--- src/rtl/lockstep_equiv_checker_valid_delay_line.sv ---
// Fixed-latency {valid, vector} pipe that lines each issued vector up with the module outputs.
module valid_delay_line #(
    parameter int unsigned WIDTH = 2,
    parameter int unsigned DEPTH = 2
) (
    input  logic             clk,
    input  logic             rst_n,
    input  logic             clr_i,
    input  logic             valid_i,
    input  logic [WIDTH-1:0] data_i,
    output logic             valid_o,
    output logic [WIDTH-1:0] data_o,
    output logic             pending_o
);
    if (DEPTH == 0) begin : g_wire
        assign valid_o   = valid_i;
        assign data_o    = data_i;
        assign pending_o = 1'b0;
    end else begin : g_regs
        logic [DEPTH-1:0] vld_q;
        logic [WIDTH-1:0] dat_q [DEPTH];

        always_ff @(posedge clk or negedge rst_n) begin
            if (!rst_n) begin
                vld_q <= '0;
                for (int i = 0; i < DEPTH; i++) dat_q[i] <= '0;
            end else if (clr_i) begin
                vld_q <= '0;
            end else begin
                vld_q[0] <= valid_i;
                dat_q[0] <= data_i;
                for (int i = 1; i < DEPTH; i++) begin
                    vld_q[i] <= vld_q[i-1];
                    dat_q[i] <= dat_q[i-1];
                end
            end
        end

        // Anything still in flight behind the stage currently being compared.
        always_comb begin
            pending_o = valid_i;
            for (int i = 0; i < DEPTH - 1; i++) pending_o = pending_o | vld_q[i];
        end

        assign valid_o = vld_q[DEPTH-1];
        assign data_o  = dat_q[DEPTH-1];
    end
endmodule

--- config.mk ---
export PLATFORM = sky130hd
export DESIGN_NAME = valid_delay_line
export DESIGN_NICKNAME = d
export VERILOG_FILES = /design/src/rtl/lockstep_equiv_checker_valid_delay_line.sv
export SDC_FILE = /design/constraint.sdc
export NUM_CORES = 1
export LEC_CHECK = 0
export ABC_AREA = 0
export CAP_MARGIN = 0
export CORE_AREA = 10 10 47 49
export CTS_CLUSTER_SIZE = 14
export DETAILED_ROUTE_END_ITERATION = 6
export DIE_AREA = 0 0 57 59
export DONT_BUFFER_PORTS = 1
export PLACE_DENSITY_LB_ADDON = 0.1
export SYNTH_ARGS = -nofsm -noshare
export SYNTH_HDL_FRONTEND = slang
export SYNTH_SLANG_ARGS = --single-unit
--- constraint.sdc ---
create_clock -name clk -period 0.8 [get_ports clk]
set_input_delay 0.08 -clock clk [delete_from_list [all_inputs] [get_ports clk]]
set_output_delay 0.08 -clock clk [all_outputs]
set_load 0.03 [all_outputs]
Yosys cells after proc, flatten, opt, wreduce, memory -nomap -nowiden
Index checks and enable logic that the tools add are counted.
- muxes and demuxes: 1
- bitwise logic cells: 1
- operator list (cell ; number):
    two-way mux 2 bit ; 1
    bitwise OR 1 bit ; 1
- register bits after elaboration: 6
- input port bits: 6
- output and inout port bits: 4
- logic and storage cells: 5

Longest topological paths before layout
- word-level depth: 1
- mapped depth: 1

Worst setup path before layout
No wires, ideal clock.
- path type: register to output
- start: register g_regs.vld_q[0]
- end: output pending_o
- arrival: 695 ps
- data required time: 720 ps
- slack: 25 ps
- stages on the path, launching flop included: 2
- buffers on the path: 0
- cells stage by stage: dfrtp_1 -> or2_2
- longest elaborated chain between the ends: 1
- RTL lines (item ; line ; text):
    from (decl) ; 20 ; logic [DEPTH-1:0] vld_q;
    from (signal assigned) ; 30 ; vld_q[0] <= valid_i;
    from (signal, indexed assignment) ; 33 ; vld_q[i] <= vld_q[i-1];
    bitwise OR 1 bit ; 42 ; for (int i = 0; i < DEPTH - 1; i++) pending_o = pending_o | vld_q[i];
    to (decl) ; 13 ; output logic pending_o
Every way passes these cells.

Final worst setup path
Ends and elaborated chain as after synthesis.

==> results.json <==
{
  "drtAntennaViolNets": 0,
  "power.share.clock_pct": 36.4,
  "layout_commonest_cell": "dfrtp_1",
  "synth_mux_area_share_pct": 19.3,
  "rsz0062_at_grt": "true",
  "multiInputGateArea_sq_um": 71.3,
  "clock_path_buffers": 2,
  "die_area_sq_um": 3360,
  "ys_warn_count": 0,
  "critical_path_class": "flop to output port",
  "post-route-min-period_ns": 0.969,
  "path_max_fanout": 2,
  "synth_seq_cells": 6,
  "die_y_microns": 59,
  "globalplace.congestion": 0.588,
  "rr_worst_depth": 1,
  "first_pass_iters": 1,
  "worst-path-buf-inv": 0,
  "vdd_drop_max_uv": 694,
  "area_growth_pct": 40.1,
  "grt_pass1_vias": 173,
  "finish.utilization_pct": 23.4,
  "cts-root-buf": "clkbuf_4",
  "synth_top_area_share_pct": 64.2,
  "vias_per_cell": 3.68,
  "grt_max_degree": 7,
  "start_util_pct": 16.7,
  "synthXorXnorAreaFrac_pct": 0,
  "hold_path_class": "primary input to flop",
  "critical_path.top_delay_family": "flip-flops",
  "diodes": 0,
  "post-route-period-util_pct": 121,
  "synth_compound_area_share_pct": 0,
  "seq_area_sq_um": 151,
  "min_path_cells": 1,
  "hold_buffers": 4,
  "syn_nets": 21,
  "final_cell_mix": "dfrtp_1, mux2_2, dlygate4sd3_1, clkbuf_4",
  "synth_fa_ha_area_share_pct": 0,
  "power.share.combinational_pct": 17.2,
  "nNetsFinal": 30,
  "yosysSeqAreaShare_pct": 64.2,
  "cp-start-kind": "flop",
  "cts_inserted_buffers": 3,
  "violations": "hold timing, setup timing",
  "grt_first_pass_wirelength_microns": 814,
  "io_pins": 10,
  "overflow": 0,
  "switching_share_pct": 24.7,
  "slowest_stage": "dfrtp_1",
  "cts.clk_slew.worst_paths_ns": 0.05,
  "place.port_buffers": 0,
  "syn_inst": 15,
  "cts_tree": "done",
  "power.switching_mw": 0.189,
  "clkSinkCount": 6,
  "whs_ns": -0.000992,
  "design_area_sq_um": 328,
  "worstPathArrival_ns": 0.89,
  "cp_data_required_time_ns": 0.72,
  "cts_setup_buffers": 0,
  "drive_above_1_share_pct": 59.1,
  "routedWlPerCell_microns": 12.4,
  "synthTopCellsByArea": "dfrtp_1, mux2_2, and2b_2",
  "syn_area_per_cell_sq_um": 15.6,
  "p_int_mw": 0.576,
  "slowest_delay_ns": 0.37,
  "first_iter_violations": 0,
  "yosys.cell_types.count": 5,
  "tightest_slew_ns": 0.280,
  "wl_microns": 472,
  "worstSetupEndpointType": "output port",
  "synth_top_family_by_area": "multiplexers",
  "dpl_cell_area_sq_um": 254,
  "status": "finished, violations left",
  "clkLatencyLatePin_ns": 0.24,
  "setup_slack_ns": -0.169,
  "path_cells": "or2_4",
  "seq_power_share_pct": 46.4,
  "vias": 140,
  "yosysTopAreaCell": "dfrtp_1",
  "die_x_microns": 57,
  "core-area_sq_um": 1400,
  "num_rows": 14,
  "maxSlewHeadroom_pct": 81.3,
  "max-cap-violations": 0,
  "max_freq_ghz": 1.03,
  "setup_tns_ns": -0.251,
  "synth-simple-area-share_pct": 10.2,
  "syn_area_sq_um": 234,
  "antenna_found_initial": 0,
  "leakage_nw": 0.144,
  "drc_errors": 0,
  "cp.depth": 1,
  "total_power_mw": 0.764,
  "skew_ns": 0.00659,
  "track_usage_pct": 3.51,
  "drv_slew": 0,
  "htree_levels": 1,
  "hold_viol": 4,
  "powerDensity_nw_per_um2": 2330,
  "setup_viol": 3,
  "filler_cell_count": 153
}
-- per-layer routing --
metal,track usage (%),vias up,routed length (microns)
met5,0,-,0
met4,1.01,0,0
met3,5.79,0,118
met2,4.19,12,196
met1,2.88,67,157
li1,-,61,-
-- synthesized netlist by cell type --
cell     n
and2b_2  2
mux2_2   4
or2_2    1
dfrtp_1  6
buf_4    2
-- stage by stage --
step | worst slack, ns | instances
after floorplan | 0.0248 | 15
after global placement | 0.00912 | 31
after detailed placement | 0.00586 | 31
after CTS | -0.184 | 38
after global routing | -0.208 | 38
final | -0.169 | 38
-- registers in the layout (all words and copies together) (netlist names) --
signal and count:
data_o 2, g_regs.dat_q 2, g_regs.vld_q 2
-- final timing paths --
check	startpoint	end	slack, ns
hold / removal	clr_i	g_regs.dat_q[3]$_DFFE_PN0N_	-0.001
max in group asynchronous	rst_n	g_regs.vld_q[1]$_DFF_PN0_	0.42
setup / recovery	g_regs.vld_q[0]$_DFF_PN0_	pending_o	-0.17
hold reg to reg	g_regs.dat_q[3]$_DFFE_PN0N_	data_o[1]$_DFFE_PN0N_	0.50
setup reg to reg	data_o[0]$_DFFE_PN0N_	data_o[0]$_DFFE_PN0N_	0.04
min in group asynchronous	rst_n	g_regs.vld_q[0]$_DFF_PN0_	0.15
-- logic make-up (layout without fill, tap and decap cells) --
group,Yosys count,after routing
buffers and inverters,2,9
flip-flops,6,6
AND/OR/NAND/NOR,3,3
multiplexers,4,4
-- what timing repair did --
action                                  CTS  global route
endpoints found under the setup margin    4             4
endpoints found under the hold margin    11             4
gates resized for setup                   4             0
-- power groups by stage --
stage | Sequential [mW] | Clock [mW] | Combinational, mW
after floorplan | 0.352 | 0 | 0.0946
after global placement | 0.356 | 0 | 0.0998
after detailed placement | 0.357 | 0 | 0.102
after CTS | 0.355 | 0.301 | 0.134
after global routing | 0.358 | 0.325 | 0.141
final | 0.355 | 0.278 | 0.132
-- area by class of cell --
type / instances / area share (%)
sequential: 6 / 46.2
clock buffer: 3 / 6.87
timing repair buffer: 6 / 19.1
multi-input combinational: 7 / 21.8
tap: 16 / 6.11
(Power assumes the default switching activity.)
